### config.mk
export PLATFORM = sky130hd
export DESIGN_NAME = mem_port_arbiter
export DESIGN_NICKNAME = d
export VERILOG_FILES = /design/src/rtl/mem_port_arbiter.sv
export SDC_FILE = /design/constraint.sdc
export NUM_CORES = 1
export LEC_CHECK = 0
export BUFFER_PORTS_ARGS = -buffer_cell sky130_fd_sc_hd__buf_2
export CAP_MARGIN = 25
export CORE_ASPECT_RATIO = 0.5
export CORE_MARGIN = 3
export CORE_UTILIZATION = 51
export CTS_CLUSTER_DIAMETER = 200
export DETAILED_ROUTE_END_ITERATION = 6
export PLACE_DENSITY_LB_ADDON = 0.15
export SLEW_MARGIN = 25
export SYNTH_ARGS = -nofsm -noshare
export SYNTH_HDL_FRONTEND = slang
export SYNTH_SLANG_ARGS = --single-unit
export TNS_END_PERCENT = 30
### constraint.sdc
create_clock -name clk -period 2.7 [get_ports clk]
set_input_delay 0.54 -clock clk [delete_from_list [all_inputs] [get_ports clk]]
set_output_delay 0.54 -clock clk [all_outputs]
set_load 0.005 [all_outputs]
### src/rtl/mem_port_arbiter.sv
// mem_port_arbiter: shares one memory port between instruction fetch and data access, data first
module mem_port_arbiter #(
  parameter int WORD_SIZE   = 16,
  parameter int MEM_LATENCY = 2
) (
  input  logic                 clk,
  input  logic                 reset_n,
  input  logic                 i_req,
  input  logic [WORD_SIZE-1:0] i_addr,
  output logic                 i_ready,
  output logic [WORD_SIZE-1:0] i_data,
  input  logic                 d_req,
  input  logic                 d_we,
  input  logic [WORD_SIZE-1:0] d_addr,
  input  logic [WORD_SIZE-1:0] d_wdata,
  output logic                 d_ready,
  output logic [WORD_SIZE-1:0] d_rdata,
  output logic                 mem_read,
  output logic                 mem_write,
  output logic [WORD_SIZE-1:0] mem_addr,
  output logic [WORD_SIZE-1:0] mem_wdata,
  input  logic [WORD_SIZE-1:0] mem_rdata
);
  localparam logic [1:0] IDLE = 2'd0;
  localparam logic [1:0] BUSY = 2'd1;
  localparam logic [1:0] DONE = 2'd2;
  localparam logic [3:0] LAT  = 4'(MEM_LATENCY);
  logic [1:0]           state_q, state_d;
  logic                 owner_q, owner_d;
  logic [3:0]           cnt_q, cnt_d;
  logic                 rd_q, rd_d, wr_q, wr_d;
  logic                 irdy_q, irdy_d, drdy_q, drdy_d;
  logic [WORD_SIZE-1:0] addr_q, addr_d, wdata_q, wdata_d;
  logic [WORD_SIZE-1:0] idata_q, idata_d, drdata_q, drdata_d;
  // Arbitrate in IDLE, latch the winner's request into the memory lines, count down, then pulse ready
  always_comb begin
    state_d  = state_q;
    owner_d  = owner_q;
    cnt_d    = cnt_q;
    rd_d     = 1'b0;
    wr_d     = 1'b0;
    irdy_d   = 1'b0;
    drdy_d   = 1'b0;
    addr_d   = addr_q;
    wdata_d  = wdata_q;
    idata_d  = idata_q;
    drdata_d = drdata_q;
    case (state_q)
      IDLE: begin
        if (d_req) begin
          state_d = BUSY;
          owner_d = 1'b1;
          cnt_d   = LAT;
          rd_d    = !d_we;
          wr_d    = d_we;
          addr_d  = d_addr;
          wdata_d = d_we ? d_wdata : wdata_q;
        end else if (i_req) begin
          state_d = BUSY;
          owner_d = 1'b0;
          cnt_d   = LAT;
          rd_d    = 1'b1;
          addr_d  = i_addr;
        end
      end
      BUSY: begin
        cnt_d = cnt_q - 4'd1;
        if (cnt_q == 4'd1) begin
          state_d  = DONE;
          irdy_d   = !owner_q;
          drdy_d   = owner_q;
          idata_d  = owner_q ? idata_q : mem_rdata;
          drdata_d = (owner_q && !wr_q) ? mem_rdata : drdata_q;
        end else begin
          rd_d = rd_q;
          wr_d = wr_q;
        end
      end
      DONE:    state_d = IDLE;
      default: state_d = IDLE;
    endcase
  end
  // State and output registers; reset clears everything, abandoning any access in flight
  always_ff @(posedge clk or negedge reset_n) begin
    if (!reset_n) begin
      state_q  <= IDLE;
      owner_q  <= 1'b0;
      cnt_q    <= 4'd0;
      rd_q     <= 1'b0;
      wr_q     <= 1'b0;
      irdy_q   <= 1'b0;
      drdy_q   <= 1'b0;
      addr_q   <= '0;
      wdata_q  <= '0;
      idata_q  <= '0;
      drdata_q <= '0;
    end else begin
      state_q  <= state_d;
      owner_q  <= owner_d;
      cnt_q    <= cnt_d;
      rd_q     <= rd_d;
      wr_q     <= wr_d;
      irdy_q   <= irdy_d;
      drdy_q   <= drdy_d;
      addr_q   <= addr_d;
      wdata_q  <= wdata_d;
      idata_q  <= idata_d;
      drdata_q <= drdata_d;
    end
  end
  assign i_ready   = irdy_q;
  assign d_ready   = drdy_q;
  assign i_data    = idata_q;
  assign d_rdata   = drdata_q;
  assign mem_read  = rd_q;
  assign mem_write = wr_q;
  assign mem_addr  = addr_q;
  assign mem_wdata = wdata_q;
endmodule
==> results.tsv <==
stage	metric	value	unit
sta	setup_viol	0	
worst_setup_path	crit_path_max_fanout	16	
finish	nets	412	
floorplanning	io_pins	137	
placed_design	place_congestion	0.705	
clocking	cts-root-buf	clkbuf_16	
job	drv_cap	0	
sta	clock.fmax	0.515	GHz
power	vdd_drop_max	0.793	mV
floorplanning	rows	19	
logic_synthesis	synth_area	0.00316	sq mm
power	intPower	0.00352	W
logic_synthesis	yosysTopAreaCell	dfrtp_1	
placed_design	dp_hpwl	4.81	mm
routing	drc	0	
hold_path	hold_path_class	primary input to async pin	
logic_synthesis	ys_types	28	
clocking	cts_post_setup_buffers_inserted	0	
clocking	clock_latency	0.32	ns
logic_synthesis	ys_warn_count	0	
routing	dr.pass1.iters	4	
global_route	grt_pass1_vias	2212	
worst_setup_path	critPathTopFamily	simple AND/OR/NAND/NOR gates	
power	power_density	1160	mW/mm^2
clocking	path_clk_slew	0.05	ns
logic_synthesis	synth_area_per_cell	15.9	sq um
power	comb_power_share	34.4	%
sta	finalSetupTns	0	ns
global_route	overflow	0	
worst_setup_path	critPathKind	flop to flop	
routing	initialDrtViolationCount	77	
logic_synthesis	synth_top_area_share	59.4	%
power	clockPowerShare	24.5	%
sta	fin_skew	0.00693	ns
worst_setup_path	arrival	2.15	ns
finish	n_antenna_cell	0	
sta	rsz0062_at_grt	false	
finish	drive_above_1_share	68.8	%
floorplanning	die_x	117	um
finish	multi_input_area	0.00120	sq mm
clocking	cts_resized	0	
outcome	status	finished, final reports clean	
worst_setup_path	path_cells	inv_1 -> ha_1 -> nor3b_4 -> nand4b_4 -> mux2_4	
global_route	grt_pass1_wl	10.9	mm
floorplanning	die_area	0.00724	sq mm
logic_synthesis	synthCells	199	
routing	vias	2137	
worst_setup_path	worst-path-buf-inv	1	
sta	report.final.slew_viol_count	0	
logic_synthesis	synth-seq-cells	75	
floorplanning	initial_core_util	55.2	%
finish	fin_cells	430	
worst_setup_path	max_stage_delay	0.43	ns
sta	min_period	1.94	ns
logic_synthesis	yosysSeqAreaShare	59.4	%
clocking	clk_path_buf_depth	2	
finish	final-seq-area	0.00188	sq mm
global_route	gr-usage-all-layers	19.5	%
placed_design	place_inst	414	
logic_synthesis	netlist_top_cells_area	dfrtp_1, mux2_2, mux2_4	
power	seqPwrFrac	41.1	%
worst_setup_path	required	2.91	ns
worst_setup_path	start_kind	flop	
floorplanning	core-area	0.00573	sq mm
routing	finalWirelength	6.57	mm
global_route	antenna_found_initial	0	
sta	hold_viol_final	0	
finish	fillCellCount	369	
finish	area_delta_synth_final	33.8	%
clocking	postCtsHoldBufs	0	
clocking	cts_buffers	9	
clocking	tritoncts	done	
placed_design	dpl_cell_area	0.00392	sq mm
sta	max-slew-margin-rel	38.6	%
clocking	cts.sinks	75	
sta	tightest_slew	0.921	ns
floorplanning	fp.dieH	61.7	um
routing	wl_per_cell	15.3	um
logic_synthesis	synth_fp_nets	270	
sta	fin_crit_sh	71.9	%
placed_design	port_buffers	136	
global_route	grt_max_degree	76	
routing	antenna_left	0	
sta	finalWorstSetupSlack	0.759	ns
power	p_sw	0.00140	W
power	swShare	28.5	%
routing	via_per_inst	4.97	
power	p_leak	2.14	nW
finish	design_area	0.00423	sq mm
worst_setup_path	endpoint_kind	flop	
clocking	h-tree-depth	3	
worst_setup_path	crit_slowest_cell	mux2_4	
finish	fin_util	73.9	%
placed_design	post-place-ws	0.691	ns
[flip-flops by register name, indices dropped and copies added (netlist names)]
register,cells
i_data,16
mem_wdata,16
mem_read,1
d_ready,1
owner_q,1
mem_write,1
cnt_q,4
i_ready,1
d_rdata,16
state_q,2
mem_addr,16
[path summary, 6_finish.rpt]
path / from / to / cells past startpoint / slack [ns]
setup / recovery: cnt_q[1] / d_rdata[14] / 5 / 0.76
hold / removal: reset_n / mem_wdata[14] / 1 / 0.33
setup reg to reg: cnt_q[1] / d_rdata[14] / 5 / 0.76
hold reg to reg: mem_addr[9] / mem_addr[9] / 1 / 0.50
max in group asynchronous: reset_n / mem_wdata[0] / 1 / 1.74
min in group clk: d_wdata[11] / mem_wdata[11] / 2 / 0.44
[cells in the final DEF (no fill, tap or decap), types with 3 or more instances in the layout]
| cell | instances |
|---|---|
| buf_2 | 135 |
| dfrtp_1 | 75 |
| mux2_2 | 70 |
| mux2_4 | 10 |
| clkbuf_16 | 9 |
| nor2_1 | 5 |
| nand2_1 | 4 |
| buf_4 | 4 |
| inv_1 | 3 |
| o21ai_0 | 3 |
| clkbuf_1 | 3 |
| clkbuf_8 | 3 |
[power groups by stage]
stage | Clock, W | Sequential (W) | Combinational [W]
finish | 0.00120 | 0.00202 | 0.00169
global route | 0.00130 | 0.00210 | 0.00186
CTS | 0.00123 | 0.00203 | 0.00173
detailed placement | 0 | 0.00203 | 0.00172
global placement | 0 | 0.00199 | 0.00166
floorplan | 0 | 0.00203 | 0.000949
[stage by stage]
| step | power (W) | hold slack (ns) |
|---|---|---|
| after CTS | 0.00499 | 0.386 |
| after global routing | 0.00527 | 0.429 |
| final | 0.00492 | 0.334 |
| after floorplan | 0.00298 | 0.244 |
| after global placement | 0.00365 | 0.484 |
| after detailed placement | 0.00376 | 0.488 |
[cells in the mapped netlist]
cell type	instances
buf_6	2
clkbuf_2	1
nor2_1	5
nor2b_1	1
inv_1	3
nand4b_4	1
nand3b_4	1
a21o_1	1
nor3b_4	1
nor4_1	1
o21ai_0	3
nor3_4	2
a22oi_1	1
a22o_1	2
ha_1	2
and3_1	1
nand2b_1	1
and2_1	1
xor2_1	1
nand3b_1	1
o31ai_1	1
mux2_4	10
buf_4	5
dfrtp_1	75
mux2_2	70
nand2_1	4
clkbuf_1	1
mux2i_1	1
[cell type report]
type,count,area share [%]
Multi-Input combinational cell,112,28.5
Timing Repair Buffer,140,17.1
Clock buffer,15,6.56
Clock inverter,1,0.710
Tap cell,84,2.48
Inverter,3,0.266
Sequential cell,75,44.4
[routing by layer]
layer	global-route usage, %	share of wire, %	vias up
met5	0	0	-
met4	7.35	1.2	0
met3	8.17	7.6	12
met2	34.6	51	87
met1	22.1	40	1045
li1	-	-	993
[kinds of logic (layout without fill, tap and decap cells)]
logic type / after synthesis / in the layout / share of synthesized area, %
muxes: 81 / 81 / 30.0
AOI/OAI and AO/OA: 8 / 8 / 1.74
and+or+nand+nor: 20 / 20 / 5.30
xor gates and xnor gates: 1 / 1 / 0.277
adders and majority gates: 2 / 2 / 0.791
buffers and inverters: 12 / 159 / 2.53
DFF: 75 / 75 / 59.4
(Power assumes the default switching activity.)
